**config.mk**
```make
export PLATFORM = sky130hd
export DESIGN_NAME = vrc4_irq_unit
export DESIGN_NICKNAME = d
export VERILOG_FILES = /design/src/rtl/vrc_irq_pkg.sv /design/src/rtl/vrc_irq_prescaler.sv /design/src/rtl/vrc4_irq_unit.sv
export SDC_FILE = /design/constraint.sdc
export NUM_CORES = 1
export LEC_CHECK = 0
export CORE_ASPECT_RATIO = 1.1
export CORE_MARGIN = 2
export CORE_UTILIZATION = 35
export CTS_BUF_LIST = sky130_fd_sc_hd__clkbuf_2
export DETAILED_ROUTE_END_ITERATION = 16
export PLACE_DENSITY = 0.56
export SYNTH_ARGS = -nofsm -noshare
export SYNTH_HDL_FRONTEND = slang
export SYNTH_HIERARCHICAL = 1
export SYNTH_SLANG_ARGS = --single-unit
```
**constraint.sdc**
```tcl
create_clock -name m2 -period 2.97 [get_ports m2]
set_input_delay 0.594 -clock m2 [delete_from_list [all_inputs] [get_ports m2]]
set_output_delay 0.594 -clock m2 [all_outputs]
set_load 0.01 [all_outputs]
```
**src/rtl/vrc_irq_pkg.sv**
```systemverilog
// Shared constants and types for the VRC-family IRQ units.
package vrc_irq_pkg;

    // PPU dots per scanline, and PPU dots that pass in each M2 cycle.
    localparam int PRESCALER_RELOAD = 341;
    localparam int PRESCALER_STEP   = 3;

    // Bit positions of the control register fields in cpu_data.
    localparam int CTRL_A = 0;  // re-enable value restored on acknowledge
    localparam int CTRL_E = 1;  // counter enable
    localparam int CTRL_M = 2;  // 1: cycle mode, 0: scanline mode

    // Control register image. The field order matches cpu_data[2:0].
    typedef struct packed {
        logic m;
        logic e;
        logic a;
    } irq_ctrl_t;

endpackage

```
**src/rtl/vrc_irq_prescaler.sv**
```systemverilog
// Scanline prescaler: counts PPU dots down in M2-sized steps and emits one
// tick per emulated scanline (114,114,113 M2 repeating from reload).
module vrc_irq_prescaler
    import vrc_irq_pkg::*;
#(
    parameter int RELOAD = PRESCALER_RELOAD,
    parameter int STEP   = PRESCALER_STEP
) (
    input  logic clk,
    input  logic rst_n,
    input  logic enable,
    input  logic reload,
    output logic tick
);

    localparam logic [8:0] RELOAD_V = 9'(RELOAD);
    localparam logic [8:0] STEP_V   = 9'(STEP);
    // Wrapping adds the remainder of a scanline, so the count never leaves 0..RELOAD.
    localparam logic [8:0] WRAP_V   = 9'(RELOAD - STEP);

    logic [8:0] count;

    // A scanline ends when fewer than one step of dots remains.
    assign tick = enable & ~reload & (count <= STEP_V);

    // Dot counter: reload wins, otherwise step down or wrap while enabled.
    always_ff @(posedge clk or negedge rst_n) begin
        // NOTE: every state register is assigned with <= so all flops sample
        // the same pre-edge values regardless of statement order.
        if (!rst_n) begin
            count <= RELOAD_V;
        end else if (reload) begin
            count <= RELOAD_V;
        end else if (enable) begin
            if (count <= STEP_V) begin
                count <= count + WRAP_V;
            end else begin
                count <= count - STEP_V;
            end
        end
    end

endmodule

```
**src/rtl/vrc4_irq_unit.sv**
```systemverilog
// VRC4/VRC6-style IRQ generator: 8-bit up-counter with reload latch, cycle or
// scanline clocking, and a sticky pending flag cleared by control/ack writes.
module vrc4_irq_unit
    import vrc_irq_pkg::*;
#(
    parameter int USE_VRC4_INTERRUPTS = 1,
    parameter int NIBBLE_LATCH        = 1,
    parameter int PRESCALER_RELOAD    = vrc_irq_pkg::PRESCALER_RELOAD,
    parameter int PRESCALER_STEP      = vrc_irq_pkg::PRESCALER_STEP
) (
    input  logic       m2,
    input  logic       not_reset,
    input  logic       wr_latch_lo,
    input  logic       wr_latch_hi,
    input  logic       wr_control,
    input  logic       wr_ack,
    input  logic [7:0] cpu_data,
    output logic       irq_pending,
    output logic [7:0] irq_counter
);

    // Upper data nibble only matters for the 8-bit latch variant.
    logic unused_hi_data;
    assign unused_hi_data = ^cpu_data[7:4];

    generate
        if (USE_VRC4_INTERRUPTS != 0) begin : gen_irq

            logic [7:0] latch;
            logic [7:0] counter;
            logic       pending;
            irq_ctrl_t  ctrl;
            logic       reg_write;
            logic       ps_enable;
            logic       ps_reload;
            logic       ps_tick;
            logic       tick;

            // A control or ack write in a tick cycle swallows that tick.
            assign reg_write = wr_control | wr_ack;
            assign ps_enable = ctrl.e & ~ctrl.m & ~reg_write;
            assign ps_reload = wr_control & cpu_data[CTRL_E];
            assign tick      = ~reg_write & ((ctrl.e & ctrl.m) | ps_tick);

            vrc_irq_prescaler #(
                .RELOAD (PRESCALER_RELOAD),
                .STEP   (PRESCALER_STEP)
            ) u_prescaler (
                .clk    (m2),
                .rst_n  (not_reset),
                .enable (ps_enable),
                .reload (ps_reload),
                .tick   (ps_tick)
            );

            // Reload latch: two nibble writes (VRC4) or one byte write (VRC6).
            always_ff @(posedge m2 or negedge not_reset) begin
                if (!not_reset) begin
                    latch <= 8'h00;
                end else if (NIBBLE_LATCH != 0) begin
                    if (wr_latch_lo) latch[3:0] <= cpu_data[3:0];
                    if (wr_latch_hi) latch[7:4] <= cpu_data[3:0];
                end else if (wr_latch_lo) begin
                    latch <= cpu_data;
                end
            end

            // Control flops; ack restores E from A. Control beats ack.
            always_ff @(posedge m2 or negedge not_reset) begin
                if (!not_reset) begin
                    ctrl <= '0;
                end else if (wr_control) begin
                    ctrl <= irq_ctrl_t'(cpu_data[2:0]);
                end else if (wr_ack) begin
                    ctrl.e <= ctrl.a;
                end
            end

            // Counter: load on enabling control write, count up on tick,
            // reload from the pre-edge latch value on overflow.
            always_ff @(posedge m2 or negedge not_reset) begin
                if (!not_reset) begin
                    counter <= 8'h00;
                end else if (ps_reload) begin
                    counter <= latch;
                end else if (tick) begin
                    counter <= (counter == 8'hFF) ? latch : counter + 8'h01;
                end
            end

            // Pending flag: set on overflow, held until a control or ack write.
            always_ff @(posedge m2 or negedge not_reset) begin
                if (!not_reset) begin
                    pending <= 1'b0;
                end else if (reg_write) begin
                    pending <= 1'b0;
                end else if (tick && counter == 8'hFF) begin
                    pending <= 1'b1;
                end
            end

            assign irq_pending = pending;
            assign irq_counter = counter;

        end else begin : gen_no_irq

            logic unused_inputs;
            assign unused_inputs = ^{m2, not_reset, wr_latch_lo, wr_latch_hi,
                                     wr_control, wr_ack, cpu_data[3:0]};

            assign irq_pending = 1'b0;
            assign irq_counter = 8'h00;

        end
    endgenerate

endmodule

```
==> results of run 1 <==
==> per-stage QoR <==
stage                     hold slack, ns  util, %  std cells
after floorplan                    0.298        -        151
after global placement             0.482     43.3        226
after detailed placement           0.497     43.3        226
after CTS                          0.535     45.0        234
after global routing               0.566     45.0        234
final                              0.518     45.0        234
==> layout make-up <==
type / count / area share, %
Clock buffer: 5 / 1.27
Clock inverter: 3 / 2.35
Inverter: 5 / 1.21
Multi-Input combinational cell: 114 / 43.1
Sequential cell: 29 / 37.2
Tap cell: 54 / 3.43
Timing Repair Buffer: 24 / 11.4
==> state kept, by name (all words and copies together), names as in the netlist <==
register / cells
gen_irq.latch: 8
gen_irq.u_prescaler/count: 9
irq_pending: 1
irq_counter: 8
gen_irq.ctrl: 3
==> cell usage in the layout (no fill, tap or decap), drive strengths merged, types with 2 or more instances in the layout <==
cell type and n:
nor2b 3, o21ai 10, nand2b 2, a21oi 9, dfrtp 24, buf 6
o21bai 2, nand3 6, ha 4, nor3 4, mux2i 6, clkinv 2
nand2 8, o211ai 2, or3 2, or4 2, o2bb2ai 3, mux2 11
a31oi 2, nand4 4, and4 2, nor4 2, a22oi 2, nand3b 2
nor2 10, dfstp 5, clkbuf 5, and3 3, clkdlybuf4s50 18, a21o 2
inv 4
==> metal layers <==
metal | vias up | part of all wire (%) | global-route usage (%)
met1 | 641 | 49 | 20.7
met3 | 6 | 3.4 | 3.99
met2 | 19 | 46 | 24.4
met4 | 0 | 1.7 | 5.88
li1 | 635 | - | -
met5 | - | 0 | 0
==> logic make-up (layout without fill, tap and decap cells) <==
| family | count (synthesis) | count (layout) |
|---|---|---|
| compound gates | 41 | 41 |
| fa+ha+maj | 4 | 4 |
| buf+inv | 8 | 37 |
| flops | 29 | 29 |
| mux | 17 | 17 |
| simple gates | 52 | 52 |
==> worst max-delay path by stage <==
stage | from | to | slack, ns | depth (start not counted)
2_1_floorplan | wr_control | irq_counter[6] | 0.47 | 8
3_3_place_gp | wr_control | gen_irq.u_prescaler/count[5] | 0.25 | 7
3_5_place_dp | wr_control | gen_irq.u_prescaler/count[5] | 0.21 | 7
4_1_cts | gen_irq.u_prescaler/count[2] | irq_counter[6] | 0.62 | 9
5_1_grt | gen_irq.u_prescaler/count[2] | irq_counter[5] | 0.47 | 10
6_report | wr_control | gen_irq.u_prescaler/count[5] | 0.60 | 7
==> power by group <==
| group | leakage (nW) | internal (mW) | switching [mW] |
|---|---|---|---|
| sequential | 0.346 | 0.456 | 0.0869 |
| clock | 0.0392 | 0.143 | 0.157 |
| combinational | 0.433 | 0.155 | 0.122 |
==> worst max-delay path: stages <==
cell	delay (ns)
clkdlybuf4s50_1	0.42
nor4b_1	0.33
buf_4	0.25
a21bo_1	0.23
or4_1	0.41
or3_1	0.32
a21oi_1	0.14
==> flow_summary.yaml, run 1 <==
critical_path:
  r2r-start: "gen_irq.u_prescaler/count[2]"
  crit_fanout: 14
  crit_required_ns: 3.29
  worst_ep_arrival_time_ns: 2.69
  reg2reg_depth: 9
  r2r_end: "irq_counter[6]"
  cp-start-kind: "input pin"
  rrSetupSlack_ns: 0.63
  worstSetupPathType: "in2reg"
  end_kind: "flip-flop"
cts:
  clk_root_buffer_cell: "clkbuf_2"
  worstSkewPairLatency_ns: 0.38
  htreeDepth: 2
  clkTransAtPathRegs_ns: 0.17
  cts_tree: "yes"
  cts_resized: 0
  cts_hold_buf: 0
  clk_path_buf_depth: 2
  clock_sinks: 29
  cts_buffers: 5
  postCtsSetupBuffers: 0
global_route:
  grt_max_degree: 30
  grt.total_usage_pct: 15.5
  grt_pass1_wl_mm: 5.93
  overflow: 0
  grt_pass1_vias: 1295
  antenna_found_initial: 0
placed_design:
  dp_slack_ns: 0.213
  post-dp-hpwl_mm: 2.56
  gp_congestion: 0.793
  port_buffers: 18
  placed_area_um2: 1900
detailed_routing:
  drc: 0
  final_antenna_net_count: 0
  drtIter0Drc: 50
  via_per_inst: 5.56
  first_pass_iters: 4
  via_count: 1301
  wl_per_cell_um: 14.9
  routed_wl_mm: 3.49
timing:
  finalHoldViolCount: 0
  fin_ws_ns: 0.597
  min_period_ns: 2.37
  slew_violations: 0
  fin_worst_skew_ns: 0.0106
  rsz0062_at_grt: "false"
  fmax_mhz: 421
  period_share_pct: 79.9
  finalSetupViolations: 0
  tightest_slew_ns: 0.377
  fin_tns_setup_ns: 0
  slew_headroom_pct: 74.9
logic_synthesis:
  yosys.area_share.simple_pct: 19.7
  netlist_instances: 151
  async_reset_ff_share_pct: 100
  synth_top_family_by_area: "simple AND/OR/NAND/NOR gates"
  syn-num-nets: 169
  synth-compound-area-share_pct: 18.3
  yosysUniqueCellTypes: 49
  synth.avg_cell_area_um2: 10.7
  synthAdderAreaFrac_pct: 3.09
  synthFlopType: "dfrtp_1"
  muxShareOfSynthArea_pct: 11.4
  synth_xor_area_share_pct: 0
  yosysWarnings: 6
  yosys-top-cells-count: "dfrtp_1, mux2_2, nor2_1"
  ys_seq_area_share_pct: 45.2
  ys_ff_latch: 29
  synth.area.top_cells: "dfrtp_1, dfstp_2, mux2_2"
  synth_edf_count: 0
  synth.most_common_cell: "dfrtp_1"
  synth_top_area_share_pct: 37.1
  synth_largest_area_cell: "dfrtp_1"
  syn_area_um2: 1620
floorplan:
  die_w_um: 68.9
  dieArea_um2: 5190
  die_y_um: 75.4
  start_util_pct: 37.0
  std_cell_rows: 25
  ios: 23
  core_area_um2: 4380
pwr:
  vdd_drop_max_v: 0.000261
  p_leak_nw: 0.818
  powerDensity_nw_per_um2: 569
  power_mw: 1.12
finish:
  diodes: 0
  drive_gt1_share_pct: 21.1
  ff_latch_area_um2: 732
  syn2layout_area_growth_pct: 21.5
  fill_cells: 428
  multi_input_area_um2: 850
  post-route-cell-area_um2: 1970
  fin_nets: 197
hold_path:
  min_path_cells: 2
  hp-class: "reg2reg"
  worstHoldEndpoint: "irq_pending"
  min_from: "irq_pending"
run_status:
  outcome: "completed"
run:
  maxCapViolations: 0
Power figures use the tool's default switching activity.
==> inputs of run 2 (changes only) <==
==> constraint.sdc (replaced) <==
create_clock -name m2 -period 2.4 [get_ports m2]
set_input_delay 0.48 -clock m2 [delete_from_list [all_inputs] [get_ports m2]]
set_output_delay 0.48 -clock m2 [all_outputs]
set_load 0.01 [all_outputs]
==> run 2 against run 1 <==
- non-clock buffer count grew 8
- sequential share of layout area decreased by 1.1 points
- die area did not move
- via count grew 3.7%
- flip-flop and latch count is the same
==> flow_summary.yaml, run 2 (same netlist as run 1, synthesis figures left out) <==
run_status:
  outcome: "completed"
floorplan:
  std_cell_rows: 25
  start_util_pct: 37.0
  core_area_um2: 4380
  ios: 23
  die_w_um: 68.9
  dieArea_um2: 5190
  die_y_um: 75.4
placed_design:
  place_inst: 234
  port_buffers: 18
  placed_area_um2: 1960
  gp_congestion: 0.786
  post-dp-hpwl_mm: 2.76
pwr:
  power_mw: 1.40
  p_leak_nw: 0.854
  vdd_drop_max_v: 0.000325
  powerDensity_nw_per_um2: 688
global_route:
  grt_pass1_wl_mm: 6.32
  busiest_layer: "met2"
  overflow: 0
  grt.total_usage_pct: 16.8
  use_met1_pct: 21.0
  grt_pass1_vias: 1368
  grt_use_met3_pct: 5.02
  antenna_found_initial: 0
  grt_max_degree: 30
  use_met2_pct: 27.2
critical_path:
  crit_path_max_incr_delay_ns: 0.65
  cp_top_family: "flip-flops"
  r2r_end: "irq_counter[6]"
  worst_ep_arrival_time_ns: 2.49
  crit_top_cell: "nand4_1"
  worstSetupPathType: "reg2reg"
  crit_fanout: 7
  path_buf_inv: 1
  critical-path-slowest-cell: "dfstp_2"
  cp-start-kind: "flip-flop"
  end_kind: "flip-flop"
  reg2reg_depth: 9
  crit_required_ns: 2.68
  startpoint: "gen_irq.u_prescaler/count[2]"
  r2r-start: "gen_irq.u_prescaler/count[2]"
  rrSetupSlack_ns: 0.19
  crit_chain: "inv_1, ha_1, nand3b_1, nand4_1, nor2_1, a21o_1, nand4_1, a22o_1, a221o_1"
finish:
  syn2layout_area_growth_pct: 25.3
  drive_gt1_share_pct: 24.5
  final_common_cell: "dfrtp_1"
  layout_common_cells: "dfrtp_1, clkdlybuf4s50_1, buf_4, mux2_2, nor2_1"
  regMostFlops: "gen_irq.u_prescaler/count"
  fill_cells: 431
  post-route-cell-area_um2: 2030
  fin_nets: 205
  instances_no_fill: 242
  diodes: 0
  largest_register_ffs: 9
  utilization_pct: 46.3
cts:
  clk_root_buffer_cell: "clkbuf_2"
  cts_hold_buf: 0
  cts_tree: "yes"
  clkTransAtPathRegs_ns: 0.17
  worstSkewPairLatency_ns: 0.37
  htreeDepth: 2
  cts_buffers: 5
  clk_path_buf_depth: 2
  clock_sinks: 29
  postCtsSetupBuffers: 0
  cts_resized: 0
timing:
  tightest_slew_ns: 0.379
  fmax_mhz: 453
  slew_violations: 0
  slew_headroom_pct: 74.7
  finalSetupViolations: 0
  period_share_pct: 92.0
  rsz0062_at_grt: "false"
  min_period_ns: 2.21
  fin_worst_skew_ns: 0.00911
  finalHoldViolCount: 0
hold_path:
  hp-class: "in2async"
detailed_routing:
  first_pass_iters: 4
  via_per_inst: 5.57
  via_count: 1349
  wl_per_cell_um: 15.6
  drc: 0
  drtIter0Drc: 74
  routed_wl_mm: 3.77
  final_antenna_net_count: 0
run:
  maxCapViolations: 0
run 2: cell count changes in the layout (fill, tap and decap cells not counted):
| cell | change |
|---|---|
| buf_4 | +8 |
run 2: report_power, final:
part | switching (mW) | leakage (nW) | internal [mW]
sequential | 0.109 | 0.346 | 0.564
clock | 0.191 | 0.0392 | 0.178
combinational | 0.156 | 0.469 | 0.198
run 2: how the worst max path moves through the flow:
stage	to	slack (ns)	depth (start not counted)
floorplan	irq_counter[6]	0.01	8
global placement	gen_irq.u_prescaler/count[5]	-0.13	7
detailed placement	gen_irq.u_prescaler/count[5]	-0.15	7
CTS	irq_counter[6]	0.19	9
global route	irq_counter[5]	0.03	10
finish	irq_counter[6]	0.19	9
run 2: routing by layer:
layer / wire length [um] / vias up
li1: - / 644
met1: 1650 / 668
met2: 1880 / 31
met3: 183 / 6
met4: 59 / 0
met5: 0 / -
run 2: layout make-up:
| type | count | area, um2 | share of cell area (%) |
|---|---|---|---|
| Sequential cell | 29 | 732 | 36.1 |
| Clock buffer | 5 | 25.0 | 1.23 |
| Multi-Input combinational cell | 114 | 850 | 41.9 |
| Clock inverter | 3 | 46.3 | 2.28 |
| Timing Repair Buffer | 32 | 285 | 14.1 |
| Tap cell | 54 | 67.6 | 3.33 |
| Inverter | 5 | 23.8 | 1.17 |
run 2: stage by stage:
step | setup TNS, ns | hold slack, ns | setup slack (ns)
after floorplan | 0 | 0.184 | 0.00988
after global placement | -0.188 | 0.467 | -0.126
after detailed placement | -0.227 | 0.495 | -0.154
after CTS | 0 | 0.461 | 0.188
after global routing | 0 | 0.456 | 0.0290
final | 0 | 0.474 | 0.193
run 2: worst reg2reg max path: cells and delay by family (launching register included):
family | cells | cell delay (ns)
buf+inv | 1 | 0.10
simple gates | 4 | 0.53
fa+ha+maj | 1 | 0.22
flops | 1 | 0.65
compound gates | 3 | 0.63
